--- src/rtl/imm_encoder_loader.sv ---
// imm_encoder_loader
//   Packs a 32-bit immediate into the immediate fields of an instruction word
//   for the requested ImmSrc format. Each result is written to instruction
//   memory at an auto-incrementing word address. This block is the inverse of
//   the immediate extender: extending the written word with the same ImmSrc
//   returns the original immediate.
//
//   Optional feature: define IMM_RANGE_CHECK_EN to reject immediates that do
//   not fit the format (code 10) or are misaligned (code 11). Without it,
//   excess bits are truncated and every legal-ImmSrc request is written.
//
// Ports
//   clk_i        clock, rising edge
//   reset_i      synchronous active-high reset
//   AddrClr_i    rewind write pointer to BASE_ADDR; clear Full/Error/ErrCode
//   InValid_i    request valid
//   InReady_o    request accepted when InValid_i && InReady_o
//   BaseInstr_i  opcode/reg/funct fields (imm bits of the format ignored)
//   ImmSrc_i     000 I, 001 S, 010 B, 011 J, 100 U, 101-111 illegal
//   Imm_i        immediate (byte offset for B/J)
//   MemWE_o      one-cycle instruction-memory write strobe
//   MemAddr_o    byte write address = BASE_ADDR + 4*WrIdx
//   MemWD_o      encoded instruction word
//   WordCnt_o    words written since reset/AddrClr
//   Full_o       WordCnt_o == DEPTH
//   Error_o      sticky error flag
//   ErrCode_o    first error: 01 illegal ImmSrc, 10 out of range, 11 misaligned
module imm_encoder_loader #(
  parameter logic [31:0] BASE_ADDR = 32'h0,
  parameter int          DEPTH     = 64,
  localparam int         IW        = $clog2(DEPTH),
  localparam int         CW        = IW + 1
) (
  input  logic          clk_i,
  input  logic          reset_i,
  input  logic          AddrClr_i,
  input  logic          InValid_i,
  output logic          InReady_o,
  input  logic [31:0]   BaseInstr_i,
  input  logic [2:0]    ImmSrc_i,
  input  logic [31:0]   Imm_i,
  output logic          MemWE_o,
  output logic [31:0]   MemAddr_o,
  output logic [31:0]   MemWD_o,
  output logic [CW-1:0] WordCnt_o,
  output logic          Full_o,
  output logic          Error_o,
  output logic [1:0]    ErrCode_o
);

  typedef enum logic [1:0] {IDLE, ENC, WRITE, ERR} state_t;

  localparam logic [2:0] SRC_I = 3'd0, SRC_S = 3'd1, SRC_B = 3'd2,
                         SRC_J = 3'd3, SRC_U = 3'd4;

  state_t        state_q, state_d;
  logic [31:0]   base_q, base_d, imm_q, imm_d;
  logic [2:0]    src_q, src_d;
  logic [IW-1:0] widx_q, widx_d;
  logic [CW-1:0] cnt_q, cnt_d;
  logic          err_q, err_d;
  logic [1:0]    code_q, code_d;
  logic [1:0]    pend_q, pend_d;   // code found in ENC, committed in ERR
  logic          memwe_q, memwe_d;
  logic [31:0]   memaddr_q, memaddr_d;
  logic [31:0]   memwd_q, memwd_d;
  logic [1:0]    chk_code;
  logic          full, hs;

  function automatic logic [31:0] encode(input logic [31:0] b,
                                         input logic [2:0]  s,
                                         input logic [31:0] i);
    logic [31:0] w;
    w = b;
    case (s)
      SRC_I: w[31:20] = i[11:0];
      SRC_S: begin w[31:25] = i[11:5]; w[11:7] = i[4:0]; end
      SRC_B: begin
        w[31] = i[12]; w[7] = i[11]; w[30:25] = i[10:5]; w[11:8] = i[4:1];
      end
      SRC_J: begin
        w[31] = i[20]; w[30:21] = i[10:1]; w[20] = i[11]; w[19:12] = i[19:12];
      end
      SRC_U: w[31:12] = i[31:12];
      default: ;
    endcase
    return w;
  endfunction

  // Returns 00 when legal, else the error code for this request.
  function automatic logic [1:0] check(input logic [2:0] s, input logic [31:0] i);
    logic [1:0] c;
    c = 2'b00;
    if (s > SRC_U) begin
      c = 2'b01;
    end else begin
`ifdef IMM_RANGE_CHECK_EN
      // Range failure outranks misalignment, so it is tested last.
      case (s)
        SRC_I, SRC_S: if (!((&i[31:11]) || !(|i[31:11]))) c = 2'b10;
        SRC_B: begin
          if (i[0]) c = 2'b11;
          if (!((&i[31:12]) || !(|i[31:12]))) c = 2'b10;
        end
        SRC_J: begin
          if (i[0]) c = 2'b11;
          if (!((&i[31:20]) || !(|i[31:20]))) c = 2'b10;
        end
        SRC_U: if (|i[11:0]) c = 2'b11;
        default: ;
      endcase
`else
      c = 2'b00;
`endif
    end
    return c;
  endfunction

  assign full      = (cnt_q == CW'(DEPTH));
  assign InReady_o = (state_q == IDLE) && !full && !AddrClr_i;
  assign hs        = InValid_i && InReady_o;
  assign chk_code  = check(src_q, imm_q);

  always_comb begin
    state_d   = state_q;
    base_d    = base_q;
    src_d     = src_q;
    imm_d     = imm_q;
    widx_d    = widx_q;
    cnt_d     = cnt_q;
    err_d     = err_q;
    code_d    = code_q;
    pend_d    = pend_q;
    memwe_d   = 1'b0;
    memaddr_d = memaddr_q;
    memwd_d   = memwd_q;
    case (state_q)
      IDLE: begin
        if (hs) begin
          base_d  = BaseInstr_i;
          src_d   = ImmSrc_i;
          imm_d   = Imm_i;
          state_d = ENC;
        end
      end
      ENC: begin
        if (chk_code != 2'b00) begin
          pend_d  = chk_code;
          state_d = ERR;
        end else begin
          memwe_d   = 1'b1;
          memwd_d   = encode(base_q, src_q, imm_q);
          memaddr_d = AddrClr_i ? BASE_ADDR
                                : BASE_ADDR + {{(30-IW){1'b0}}, widx_q, 2'b00};
          state_d   = WRITE;
        end
      end
      WRITE: begin
        state_d = IDLE;
        if (AddrClr_i) begin
          // The word on the bus this cycle is redirected to BASE_ADDR and
          // becomes the first word of the new window.
          memaddr_d = BASE_ADDR;
          widx_d    = IW'(1);
          cnt_d     = CW'(1);
        end else begin
          widx_d = widx_q + IW'(1);
          cnt_d  = cnt_q + CW'(1);
        end
      end
      ERR: begin
        state_d = IDLE;
        if (!err_q) begin
          err_d  = 1'b1;
          code_d = pend_q;
        end
      end
      default: state_d = IDLE;
    endcase
    // Rewind wins over everything except the in-flight write accounting.
    if (AddrClr_i) begin
      err_d  = 1'b0;
      code_d = 2'b00;
      if (state_q != WRITE) begin
        widx_d = '0;
        cnt_d  = '0;
      end
    end
  end

  always_ff @(posedge clk_i) begin
    if (reset_i) begin
      state_q   <= IDLE;
      base_q    <= '0;
      src_q     <= '0;
      imm_q     <= '0;
      widx_q    <= '0;
      cnt_q     <= '0;
      err_q     <= 1'b0;
      code_q    <= '0;
      pend_q    <= '0;
      memwe_q   <= 1'b0;
      memaddr_q <= '0;
      memwd_q   <= '0;
    end else begin
      state_q   <= state_d;
      base_q    <= base_d;
      src_q     <= src_d;
      imm_q     <= imm_d;
      widx_q    <= widx_d;
      cnt_q     <= cnt_d;
      err_q     <= err_d;
      code_q    <= code_d;
      pend_q    <= pend_d;
      memwe_q   <= memwe_d;
      memaddr_q <= memaddr_d;
      memwd_q   <= memwd_d;
    end
  end

  assign MemWE_o   = memwe_q;
  // A rewind during WRITE redirects the current write, so the address
  // bypasses the register for that one cycle.
  assign MemAddr_o = (state_q == WRITE && AddrClr_i) ? BASE_ADDR : memaddr_q;
  assign MemWD_o   = memwd_q;
  assign WordCnt_o = cnt_q;
  assign Full_o    = full;
  assign Error_o   = err_q;
  assign ErrCode_o = code_q;

endmodule

--- config.mk ---
export PLATFORM = sky130hd
export DESIGN_NAME = imm_encoder_loader
export DESIGN_NICKNAME = d
export VERILOG_FILES = /design/src/rtl/imm_encoder_loader.sv
export SDC_FILE = /design/constraint.sdc
export NUM_CORES = 1
export LEC_CHECK = 0
export ABC_AREA = 1
export ABC_CLOCK_PERIOD_IN_PS = 1450
export BUFFER_PORTS_ARGS = -buffer_cell sky130_fd_sc_hd__buf_2
export CAP_MARGIN = 20
export CORE_AREA = 2 2 109 111
export DETAILED_ROUTE_END_ITERATION = 10
export DIE_AREA = 0 0 111 113
export GPL_TIMING_DRIVEN = 0
export PLACE_DENSITY = 0.75
export SETUP_SLACK_MARGIN = 0.4
export SYNTH_ARGS = -nofsm -noshare
export SYNTH_HDL_FRONTEND = slang
export SYNTH_SLANG_ARGS = --single-unit
--- constraint.sdc ---
create_clock -name clk_i -period 1.45 [get_ports clk_i]
set_clock_uncertainty 0.15 [all_clocks]
set_input_delay 0.2175 -clock clk_i [delete_from_list [all_inputs] [get_ports clk_i]]
set_output_delay 0.2175 -clock clk_i [all_outputs]
set_load 0.03 [all_outputs]
==> metrics.txt <==
first-pass GRT wire length 28300 um; detail-routed via count per cell slightly above 5; ratio of cells with drive above 1 in the final layout 41.2%; number of sinks on the clock net roughly 120; switching pwr 2.66 mW; share of flip-flops with an asynchronous set or reset 0%; number of instances in the synthesized netlist around 790; chip height 113 um; number of H-tree levels 4; actual slew at the worst max-slew pin around 0.67 ns; post-synthesis instance area around 0.0052 mm2; area of the core 0.0113 mm2; total I/O pin count about 150; overall routed net length 19600 um; leakage power between 4 and 5 nW; starting density of the core between 40 and 50%; Clock Root Buffer clkbuf_16; largest cells by area after synthesis dfxtp_1, nand2_1, nor2_1; RSZ-0062 raised after global routing true; final cycle utilization of the critical path 123%; routed wirelength normalized by instance count 16.3 um; GRT Total Usage ~28%; Buffers & Inverters on Critical Path 5; CP cell instances inv_2, buf_6, nor2_4, inv_2, nor2_4, buf_12, bufbuf_16, o21ai_0, nor2_1; type of element launching the critical path flop; cell taking the most area after synthesis dfxtp_1; slowest stage cell on the critical path dfxtp_2; category of the most critical setup path flop to flop; post-CTS clock slew at the launch and capture registers of the worst setup and hold paths approximately 0.060 ns; count of flip-flops with a built-in enable after synthesis 0; Synth Warn # 0; worst setup slack after placement -0.262 ns; Die Outline Area ~0.013 mm2; setup violation total in the final timing report around 110; kind of path behind the tightest hold check primary input to flop; worst hold slack around 0.033 ns; count of TritonRoute iterations in the first routing pass 8; via count of the first global-routing pass 5742; post-detailed-route count of antenna-violating nets 0; largest net degree at the start of global routing 17; clock tree from TritonCTS built; count of final max-slew check failures 0; maximum buffer depth of the clock tree 2; # nets final around 1100; Synth Register Bits approximately 120; sequential cell fraction of total power 37.7%; Max transition margin between 50% and 60%; power density over cell area about 1000 mW/mm2; most frequent cells in the layout nand2_1, nor2_1, inv_1; family of cells with the greatest summed delay on the critical path buffers and inverters; number of antenna violations at the first check in global routing 1; clock latency of the later-clocked register in the worst-skew pair between 0.4 and 0.5 ns; Overall Power 9.36 mW; number of max-capacitance violations reported 0; sequential cell area fraction in the yosys report between 40 and 50%; endpoint kind of the worst setup timing path flop; clock network fraction of design power between 40% and 50%; Worst path max stage delay between 0.3 and 0.4 ns; total internal power around 6.7 mW; Placer Congestion about 0.82; GRT Residual Overflow 0; switching share of total power around 28%; VDD IR-drop max between 1000 and 1500 uV; achievable frequency about 560 MHz; share of Yosys cell area claimed by the top area cell type between 40% and 50%; result of the run complete, but fails checks; Top FF cell, synth dfxtp_1; post-detail-place hpwl ~9900 um; distinct cell type count after synthesis 26; routed vias roughly 6100; accumulated negative setup slack -25.45 ns; failing checks negative setup slack; starting DRC count in detailed routing 684; post-layout worst setup margin -0.329 ns; Final min period 1.78 ns; Area Growth Syn to Fin 73.6%; logic gate share of total power 19.5%; count of input and output buffers 113; WP data arrival 1.97 ns; final count of hold timing violations 0; floorplan die width approximately 110 um; number of rows in the core area 39; leading cell type in the layout, fill and taps excluded nand2_1; syn avg cell area about 6.7 um2; critical path required time about 1.6 ns; critical path peak fanout 7; TritonCTS buffer count 17; final routed DRC violation total 0
[final timing paths]
check / slack (ns) / startpoint / to / depth (start not counted)
setup / recovery: -0.33 / state_q[0]$_SDFFE_PP0P_ / MemWD_o[23]$_SDFFE_PP0P_ / 9
hold / removal: 0.03 / AddrClr_i / WordCnt_o[0]$_SDFF_PP0_ / 4
setup reg to reg: -0.33 / state_q[0]$_SDFFE_PP0P_ / MemWD_o[23]$_SDFFE_PP0P_ / 9
hold reg to reg: 0.31 / imm_q[27]$_SDFFE_PP0P_ / MemWD_o[27]$_SDFFE_PP0P_ / 2
[Yosys cell counts, drive strengths merged (2+ instances only)]
cell and instances:
a21oi 38, a31oi 2, buf 47, clkbuf 17, dfxtp 117, ha 3, inv 100, nand2 196
nand3 27, nand4 4, nor2 167, nor3 4, o21a 13, o21ai 47
[state kept, by name, summed over array words and instances, names as in the netlist]
| register | count |
|---|---|
| base_q | 25 |
| state_q | 2 |
| WordCnt_o | 7 |
| MemWD_o | 32 |
| src_q | 3 |
| ErrCode_o | 1 |
| widx_q | 6 |
| memaddr_q | 6 |
| Error_o | 1 |
| MemWE_o | 1 |
| pend_q | 1 |
| imm_q | 32 |
[power by group through the flow]
stage	combinational (mW)	clock (mW)	sequential (mW)
floorplan	0.767	0	3.64
global placement	1.16	0	3.56
detailed placement	1.17	0	3.56
CTS	1.57	4.00	3.52
global route	1.94	4.19	3.54
finish	1.82	4.01	3.53
[worst reg2reg max path: stages, from the launching register on]
cell and delay (ns):
dfxtp_2 0.36, inv_2 0.07, buf_6 0.12, nor2_4 0.14, inv_2 0.07, nor2_4 0.12
buf_12 0.15, bufbuf_16 0.25, o21ai_0 0.08, nor2_1 0.18
[layer usage]
| metal | up-vias | part of all wire [%] | global-route usage [%] |
|---|---|---|---|
| met5 | - | 0 | 0 |
| met4 | 0 | 3.5 | 9.42 |
| met3 | 74 | 7.5 | 7.28 |
| met2 | 327 | 52 | 51.2 |
| met1 | 2843 | 37 | 33.0 |
| li1 | 2883 | - | - |
[metrics by stage]
step	utilization, %	instance area (um2)	instances
2_1_floorplan	-	5580	811
3_5_place_dp	56.1	6320	1067
5_1_grt	80.8	9110	1204
6_report	80.8	9110	1204
3_3_place_gp	56.1	6320	1067
4_1_cts	76.4	8610	1195
[final cells by class]
type                    instances  area (um2)
multi-input cells             530        2940
flip-flops and latches        117        2420
fillers                       682        2170
repair buffers                217        2010
plain buffers                  64         592
clock buffers                  22         484
inverters                     101         397
well taps                     143         179
clock inverters                 9        76.3
diodes                          1        2.50
[repair_timing]
| item | CTS | global route |
|---|---|---|
| pin swaps | 37 | 17 |
| gates resized for setup | 253 | 118 |
| hold buffers | 62 | 0 |
| hold endpoints to repair | 64 | 0 |
| buffers inserted | 28 | 6 |
| setup endpoints to repair | 165 | 167 |
| cloned | 7 | 2 |
[logic make-up after synthesis]
family / after synthesis / share of synthesized area, %
other: 1 / 0.0715
and+or+nand+nor: 398 / 29.9
DFF: 117 / 44.6
buffers and inverters: 165 / 14.3
adders and majority gates: 3 / 0.716
AOI/OAI and AO/OA: 101 / 10.4
Power figures use the tool's default switching activity.
